<file path="config.mk">
export PLATFORM = sky130hd
export DESIGN_NAME = alu_cmd_sequencer_flat
export DESIGN_NICKNAME = d
export VERILOG_FILES = /design/src/rtl/alu_cmd_sequencer_if.sv /design/src/rtl/alu_cmd_sequencer.sv /design/src/flat_wrapper.sv
export SDC_FILE = /design/constraint.sdc
export NUM_CORES = 1
export LEC_CHECK = 0
export CAP_MARGIN = 25
export CORE_ASPECT_RATIO = 2
export CORE_MARGIN = 3
export CORE_UTILIZATION = 50
export DETAILED_ROUTE_END_ITERATION = 8
export GPL_TIMING_DRIVEN = 0
export PLACE_DENSITY = 0.73
export SLEW_MARGIN = 25
export SYNTH_ARGS = -nofsm -noshare
export SYNTH_HDL_FRONTEND = slang
export SYNTH_SLANG_ARGS = --single-unit
</file>
<file path="constraint.sdc">
create_clock -name clk -period 2.9 [get_ports clk]
set_clock_uncertainty 0.05 [all_clocks]
set_input_delay 0.725 -clock clk [delete_from_list [all_inputs] [get_ports clk]]
set_output_delay 0.725 -clock clk [all_outputs]
set_load 0.02 [all_outputs]
</file>
<file path="src/rtl/alu_cmd_sequencer_if.sv">
// Command and result handshakes between an issuer and the ALU sequencer.
// master drives commands and consumes results; slave is the sequencer.
interface alu_cmd_sequencer_if #(
  parameter int WIDTH = 4
);
  logic             in_valid;
  logic             in_ready;
  logic [2:0]       in_op;
  logic [WIDTH-1:0] in_a;
  logic [WIDTH-1:0] in_b;
  logic             in_src_acc;
  logic             in_wr_acc;
  logic             out_valid;
  logic             out_ready;
  logic [WIDTH-1:0] out_result;
  logic             out_carry;
  logic             out_zero;

  modport master (
    output in_valid, in_op, in_a, in_b,
    output in_src_acc, in_wr_acc,
    input  in_ready,
    input  out_valid, out_result,
    input  out_carry, out_zero,
    output out_ready
  );

  modport slave (
    input  in_valid, in_op, in_a, in_b,
    input  in_src_acc, in_wr_acc,
    output in_ready,
    output out_valid, out_result,
    output out_carry, out_zero,
    input  out_ready
  );
endinterface

</file>
<file path="src/rtl/alu_cmd_sequencer.sv">
// Issue stage for a 4-bit combinational ALU: command FIFO,
// registered operand drive, result capture and accumulator.
module alu_cmd_sequencer #(
  parameter int WIDTH = 4,
  parameter int DEPTH = 4
) (
  input  logic             clk,
  input  logic             rst,
  alu_cmd_sequencer_if.slave bus,
  output logic [WIDTH-1:0] alu_a,
  output logic [WIDTH-1:0] alu_b,
  output logic [2:0]       alu_op,
  input  logic [WIDTH-1:0] alu_result,
  input  logic             alu_carry,
  output logic [WIDTH-1:0] acc,
  output logic             busy
);

  localparam int PW = $clog2(DEPTH);
  localparam logic [PW:0] FULL_CNT = (PW+1)'(DEPTH);

  typedef struct packed {
    logic [2:0]       op;
    logic [WIDTH-1:0] a;
    logic [WIDTH-1:0] b;
    logic             src_acc;
    logic             wr_acc;
  } cmd_t;

  typedef enum logic [1:0] {
    IDLE,
    EXEC,
    WAIT
  } state_t;

  state_t           state_q, state_d;
  cmd_t             mem_q [DEPTH];
  cmd_t             mem_d [DEPTH];
  logic [PW-1:0]    wp_q, wp_d;
  logic [PW-1:0]    rp_q, rp_d;
  logic [PW:0]      cnt_q, cnt_d;
  logic [WIDTH-1:0] alu_a_q, alu_a_d;
  logic [WIDTH-1:0] alu_b_q, alu_b_d;
  logic [2:0]       alu_op_q, alu_op_d;
  logic             wr_acc_q, wr_acc_d;
  logic [WIDTH-1:0] acc_q, acc_d;
  logic [WIDTH-1:0] res_q, res_d;
  logic             carry_q, carry_d;
  logic             ovld_q, ovld_d;

  logic full;
  logic empty;
  logic push;
  logic pop;
  cmd_t head;
  cmd_t in_cmd;

  // Full blocks pushes even when a pop happens in the same cycle.
  assign full  = (cnt_q == FULL_CNT);
  assign empty = (cnt_q == '0);
  assign push  = bus.in_valid && !full;
  assign head  = mem_q[rp_q];

  assign in_cmd = '{
    op:      bus.in_op,
    a:       bus.in_a,
    b:       bus.in_b,
    src_acc: bus.in_src_acc,
    wr_acc:  bus.in_wr_acc
  };

  always_comb begin
    state_d  = state_q;
    mem_d    = mem_q;
    wp_d     = wp_q;
    rp_d     = rp_q;
    alu_a_d  = alu_a_q;
    alu_b_d  = alu_b_q;
    alu_op_d = alu_op_q;
    wr_acc_d = wr_acc_q;
    acc_d    = acc_q;
    res_d    = res_q;
    carry_d  = carry_q;
    ovld_d   = ovld_q;
    pop      = 1'b0;

    if (push) begin
      mem_d[wp_q] = in_cmd;
      wp_d        = wp_q + 1'b1;
    end

    unique case (state_q)
      IDLE: begin
        if (!empty) begin
          pop      = 1'b1;
          rp_d     = rp_q + 1'b1;
          alu_a_d  = head.src_acc ? acc_q : head.a;
          alu_b_d  = head.b;
          alu_op_d = head.op;
          wr_acc_d = head.wr_acc;
          state_d  = EXEC;
        end
      end
      EXEC: begin
        res_d   = alu_result;
        carry_d = alu_carry;
        ovld_d  = 1'b1;
        if (wr_acc_q) acc_d = alu_result;
        state_d = WAIT;
      end
      WAIT: begin
        if (ovld_q && bus.out_ready) begin
          ovld_d  = 1'b0;
          state_d = IDLE;
        end
      end
      default: state_d = IDLE;
    endcase

    cnt_d = cnt_q + (PW+1)'(push) - (PW+1)'(pop);
  end

  always_ff @(posedge clk) begin
    if (rst) begin
      state_q  <= IDLE;
      for (int i = 0; i < DEPTH; i++) mem_q[i] <= '0;
      wp_q     <= '0;
      rp_q     <= '0;
      cnt_q    <= '0;
      alu_a_q  <= '0;
      alu_b_q  <= '0;
      alu_op_q <= '0;
      wr_acc_q <= 1'b0;
      acc_q    <= '0;
      res_q    <= '0;
      carry_q  <= 1'b0;
      ovld_q   <= 1'b0;
    end else begin
      state_q  <= state_d;
      mem_q    <= mem_d;
      wp_q     <= wp_d;
      rp_q     <= rp_d;
      cnt_q    <= cnt_d;
      alu_a_q  <= alu_a_d;
      alu_b_q  <= alu_b_d;
      alu_op_q <= alu_op_d;
      wr_acc_q <= wr_acc_d;
      acc_q    <= acc_d;
      res_q    <= res_d;
      carry_q  <= carry_d;
      ovld_q   <= ovld_d;
    end
  end

  assign bus.in_ready   = !full;
  assign bus.out_valid  = ovld_q;
  assign bus.out_result = res_q;
  assign bus.out_carry  = carry_q;
  assign bus.out_zero   = (res_q == '0);
  assign alu_a          = alu_a_q;
  assign alu_b          = alu_b_q;
  assign alu_op         = alu_op_q;
  assign acc            = acc_q;
  assign busy           = (state_q != IDLE) || !empty;

endmodule

</file>
<file path="src/flat_wrapper.sv">
// flat-port wrapper written by rule: the top's interface ports become plain ports
module alu_cmd_sequencer_flat 
#(
  parameter int WIDTH = 4,
  parameter int DEPTH = 4
)
  (clk, rst, alu_a, alu_b, alu_op, alu_result, alu_carry, acc, busy, bus_in_valid, bus_in_op, bus_in_a, bus_in_b, bus_in_src_acc, bus_in_wr_acc, bus_in_ready, bus_out_valid, bus_out_result, bus_out_carry, bus_out_zero, bus_out_ready);
  alu_cmd_sequencer_if #(.WIDTH(WIDTH)) bus_i ();
  input  logic clk;
  input  logic rst;
  output logic [WIDTH-1:0] alu_a;
  output logic [WIDTH-1:0] alu_b;
  output logic [2:0] alu_op;
  input  logic [WIDTH-1:0] alu_result;
  input  logic alu_carry;
  output logic [WIDTH-1:0] acc;
  output logic busy;
  input wire logic [$bits(bus_i.in_valid)-1:0] bus_in_valid;
  input wire logic [$bits(bus_i.in_op)-1:0] bus_in_op;
  input wire logic [$bits(bus_i.in_a)-1:0] bus_in_a;
  input wire logic [$bits(bus_i.in_b)-1:0] bus_in_b;
  input wire logic [$bits(bus_i.in_src_acc)-1:0] bus_in_src_acc;
  input wire logic [$bits(bus_i.in_wr_acc)-1:0] bus_in_wr_acc;
  output wire logic [$bits(bus_i.in_ready)-1:0] bus_in_ready;
  output wire logic [$bits(bus_i.out_valid)-1:0] bus_out_valid;
  output wire logic [$bits(bus_i.out_result)-1:0] bus_out_result;
  output wire logic [$bits(bus_i.out_carry)-1:0] bus_out_carry;
  output wire logic [$bits(bus_i.out_zero)-1:0] bus_out_zero;
  input wire logic [$bits(bus_i.out_ready)-1:0] bus_out_ready;
  assign bus_i.in_valid = bus_in_valid;
  assign bus_i.in_op = bus_in_op;
  assign bus_i.in_a = bus_in_a;
  assign bus_i.in_b = bus_in_b;
  assign bus_i.in_src_acc = bus_in_src_acc;
  assign bus_i.in_wr_acc = bus_in_wr_acc;
  assign bus_in_ready = bus_i.in_ready;
  assign bus_out_valid = bus_i.out_valid;
  assign bus_out_result = bus_i.out_result;
  assign bus_out_carry = bus_i.out_carry;
  assign bus_out_zero = bus_i.out_zero;
  assign bus_i.out_ready = bus_out_ready;
  alu_cmd_sequencer #(.WIDTH(WIDTH), .DEPTH(DEPTH)) u_core (.clk(clk), .rst(rst), .bus(bus_i), .alu_a(alu_a), .alu_b(alu_b), .alu_op(alu_op), .alu_result(alu_result), .alu_carry(alu_carry), .acc(acc), .busy(busy));
endmodule
</file>
==> flow_metrics.env <==
export IMPL_run_status="complete, no violations"
export IMPL_synth_xor_area_share=0.00457
export IMPL_min_delay_start="u_core.bus.out_carry"
export IMPL_r2r_cells=9
export IMPL_seq_area_frac_synth=0.433
export IMPL_critical_path_class="reg2out"
export IMPL_drtAntennaViolNets=0
export IMPL_totalWireLength_um=12000
export IMPL_p_leak_nw=1.60
export IMPL_synth_top_area_share=0.433
export IMPL_drtPass1Iterations=5
export IMPL_setup_tns_ns=0
export IMPL_relSlewSlack=0.499
export IMPL_antennaDiodeCount=0
export IMPL_die_w_um=67.9
export IMPL_first_iter_violations=345
export IMPL_worstReg2RegEnd="u_core.cnt_q[2]"
export IMPL_tightestPinTransition_ns=0.752
export IMPL_cts_buffer_depth=2
export IMPL_num_io_pins=46
export IMPL_crit_arrival_ns=1.97
export IMPL_synth_commonest_cells="dfxtp_1, a21oi_1, o31ai_1, nand4_1, nand3_1"
export IMPL_h_tree_depth=3
export IMPL_postCtsSetupRepairBufs=0
export IMPL_cp_start_kind="flop"
export IMPL_hold_viol=0
export IMPL_grt_ovfl_total=0
export IMPL_antenna_found_initial=0
export IMPL_drc=0
export IMPL_crit_start="u_core.state_q[1]"
export IMPL_yosys_top_cells_area="dfxtp_1, a21oi_1, mux4_1"
export IMPL_routedWlPerCell_um=21.2
export IMPL_nets=501
export IMPL_grt_usage=0.290
export IMPL_rr_startpoint="u_core.state_q[1]"
export IMPL_ys_warnings_count=0
export IMPL_dpl_hpwl_um=8620
export IMPL_areaGrowthSynthToFinish_pct=22.5
export IMPL_grt_max_degree=14
export IMPL_crit_fanout=10
export IMPL_synth_top_family_by_area="compound AO/OA/AOI/OAI gates"
export IMPL_cts_tree="yes"
export IMPL_io_buffers=43
export IMPL_die_area_um2=8820
export IMPL_post_route_util=0.636
export IMPL_grt_pass1_wl_um=18800
export IMPL_synth_edff_count=0
export IMPL_total_power_mw=4.17
export IMPL_grt_pass1_vias=3697
export IMPL_netlist_instances=418
export IMPL_drive_gt1_frac=0.0755
export IMPL_cts_num_sinks=83
export IMPL_synth_fa_ha_area_frac=0.0248
export IMPL_timing_hold_ws_ns=0.402
export IMPL_synth_top_cell_by_area="dfxtp_1"
export IMPL_grt_setup_unrepaired="false"
export IMPL_synth_ff_type="dfxtp_1"
export IMPL_synth_simple_area_share=0.147
export IMPL_finalSetupViolations=0
export IMPL_ys_ff_latch=83
export IMPL_min_period_ns=2.74
export IMPL_synth_mux_area_frac=0.0986
export IMPL_end_kind="output pin"
export IMPL_yosysMostFrequentCell="dfxtp_1"
export IMPL_numCtsBuffers=9
export IMPL_critPathRequiredTime_ns=2.12
export IMPL_regToRegSetupSlack_ns=0.47
export IMPL_core_area_um2=7380
export IMPL_drv_cap=0
export IMPL_initial_core_util=0.520
export IMPL_syn_area_um2=3830
export IMPL_fin_crit_sh=0.946
export IMPL_maxSlewViolCount=0
export IMPL_vias=3705
export IMPL_hold_path_class="reg2reg"
export IMPL_hold_path_depth=2
export IMPL_ir_drop_uv=560
export IMPL_worstSkewPairLatency_ns=0.35
export IMPL_avgSynthCellArea_um2=9.17
export IMPL_holdPathEnd="u_core.bus.out_carry"
export IMPL_synth_compound_area_frac=0.221
export IMPL_ys_types=34
export IMPL_viasPerCell=6.51
export IMPL_rows=44
export IMPL_cts_hold_buf=0
export IMPL_fmax_ghz=0.364
export IMPL_clkTransAtPathRegs_ns=0.06
export IMPL_gp_congestion=0.948
export IMPL_cts_root_buf="clkbuf_16"
export IMPL_async_flop_share=0
export IMPL_die_y_um=130
export IMPL_powerDensity_nw_per_um2=887
export IMPL_synth_nets=447
metal layers:
metal  track usage  up-vias  wire length [um]
met5             0        -                 0
met4         0.183        0               634
met3        0.0724       47               926
met2         0.513      219              6510
met1         0.292     1743              3970
li1              -     1696                 -
final cells by class:
type	instances	area [um2]
fill	634	2680
tap	92	115
sequential	83	1660
buffer	46	228
clock inverter	5	77.6
inverter	12	45.0
timing repair buffer	43	429
multi-input combinational	277	1910
clock buffer	11	233
cell families (layout without fill, tap and decap cells):
family | count (synthesis) | after routing
buf+inv | 58 | 117
simple gates | 104 | 104
compound gates | 147 | 147
mux | 17 | 17
flops | 83 | 83
fa+ha+maj | 7 | 7
xor+xnor | 2 | 2
flip-flops by register name, summed over array words and instances, names as in the netlist:
register,count
u_core.acc,4
u_core.bus.out_valid,1
u_core.cnt_q,3
u_core.wp_q,2
u_core.alu_op,3
u_core.bus.out_carry,1
u_core.state_q,2
u_core.alu_b,4
u_core.mem_q,52
u_core.bus.out_result,4
u_core.wr_acc_q,1
u_core.rp_q,2
u_core.alu_a,4
worst max-delay path by stage:
stage / to / slack, ns / depth (start not counted)
6_report: busy / 0.16 / 4
5_1_grt: busy / 0.06 / 4
4_1_cts: busy / 0.008 / 4
3_5_place_dp: u_core.cnt_q[2] / 0.19 / 9
3_3_place_gp: u_core.cnt_q[2] / 0.20 / 9
2_1_floorplan: u_core.cnt_q[2] / 0.52 / 9
stage by stage:
| step | instances | worst slack (ns) | area [um2] |
|---|---|---|---|
| finish | 569 | 0.156 | 4690 |
| detailed placement | 553 | 0.194 | 4380 |
| floorplan | 418 | 0.524 | 3830 |
| global route | 569 | 0.0623 | 4690 |
| CTS | 569 | 0.00759 | 4690 |
| global placement | 553 | 0.198 | 4380 |
cells in the final DEF (no fill, tap or decap), types with 2 or more instances in the layout:
master / count
a21oi_1: 78
nand4_1: 39
clkbuf_1: 25
dfxtp_1: 83
clkbuf_16: 9
mux4_1: 12
ha_1: 6
nor2_1: 5
buf_4: 5
xnor2_1: 2
o31ai_1: 40
buf_2: 9
o21ai_0: 25
nand3b_1: 3
clkdlybuf4s50_1: 42
bufinv_16: 2
nor2b_1: 3
nand3_1: 28
buf_1: 6
mux2i_1: 4
inv_2: 2
nand2_1: 17
a211oi_1: 4
inv_1: 9
clkinv_2: 2
power by group:
group          internal, mW  leakage (nW)  switching [mW]  total, mW
logic                 0.595         0.780           0.952       1.55
registers              1.30         0.675           0.107       1.40
clock network         0.751         0.150           0.464       1.22
total                  2.64          1.60            1.52       4.17
what timing repair did:
item,in CTS,in global routing
resized for setup,2,2
pin swaps,0,0
endpoints found under the setup margin,1,1
critical path, cell delays in order, from the launching register on:
cell	delay [ns]
dfxtp_1	0.36
nor2_1	0.34
clkbuf_2	0.30
nand2_1	0.09
clkdlybuf4s50_1	0.54
Power figures use the tool's default switching activity.
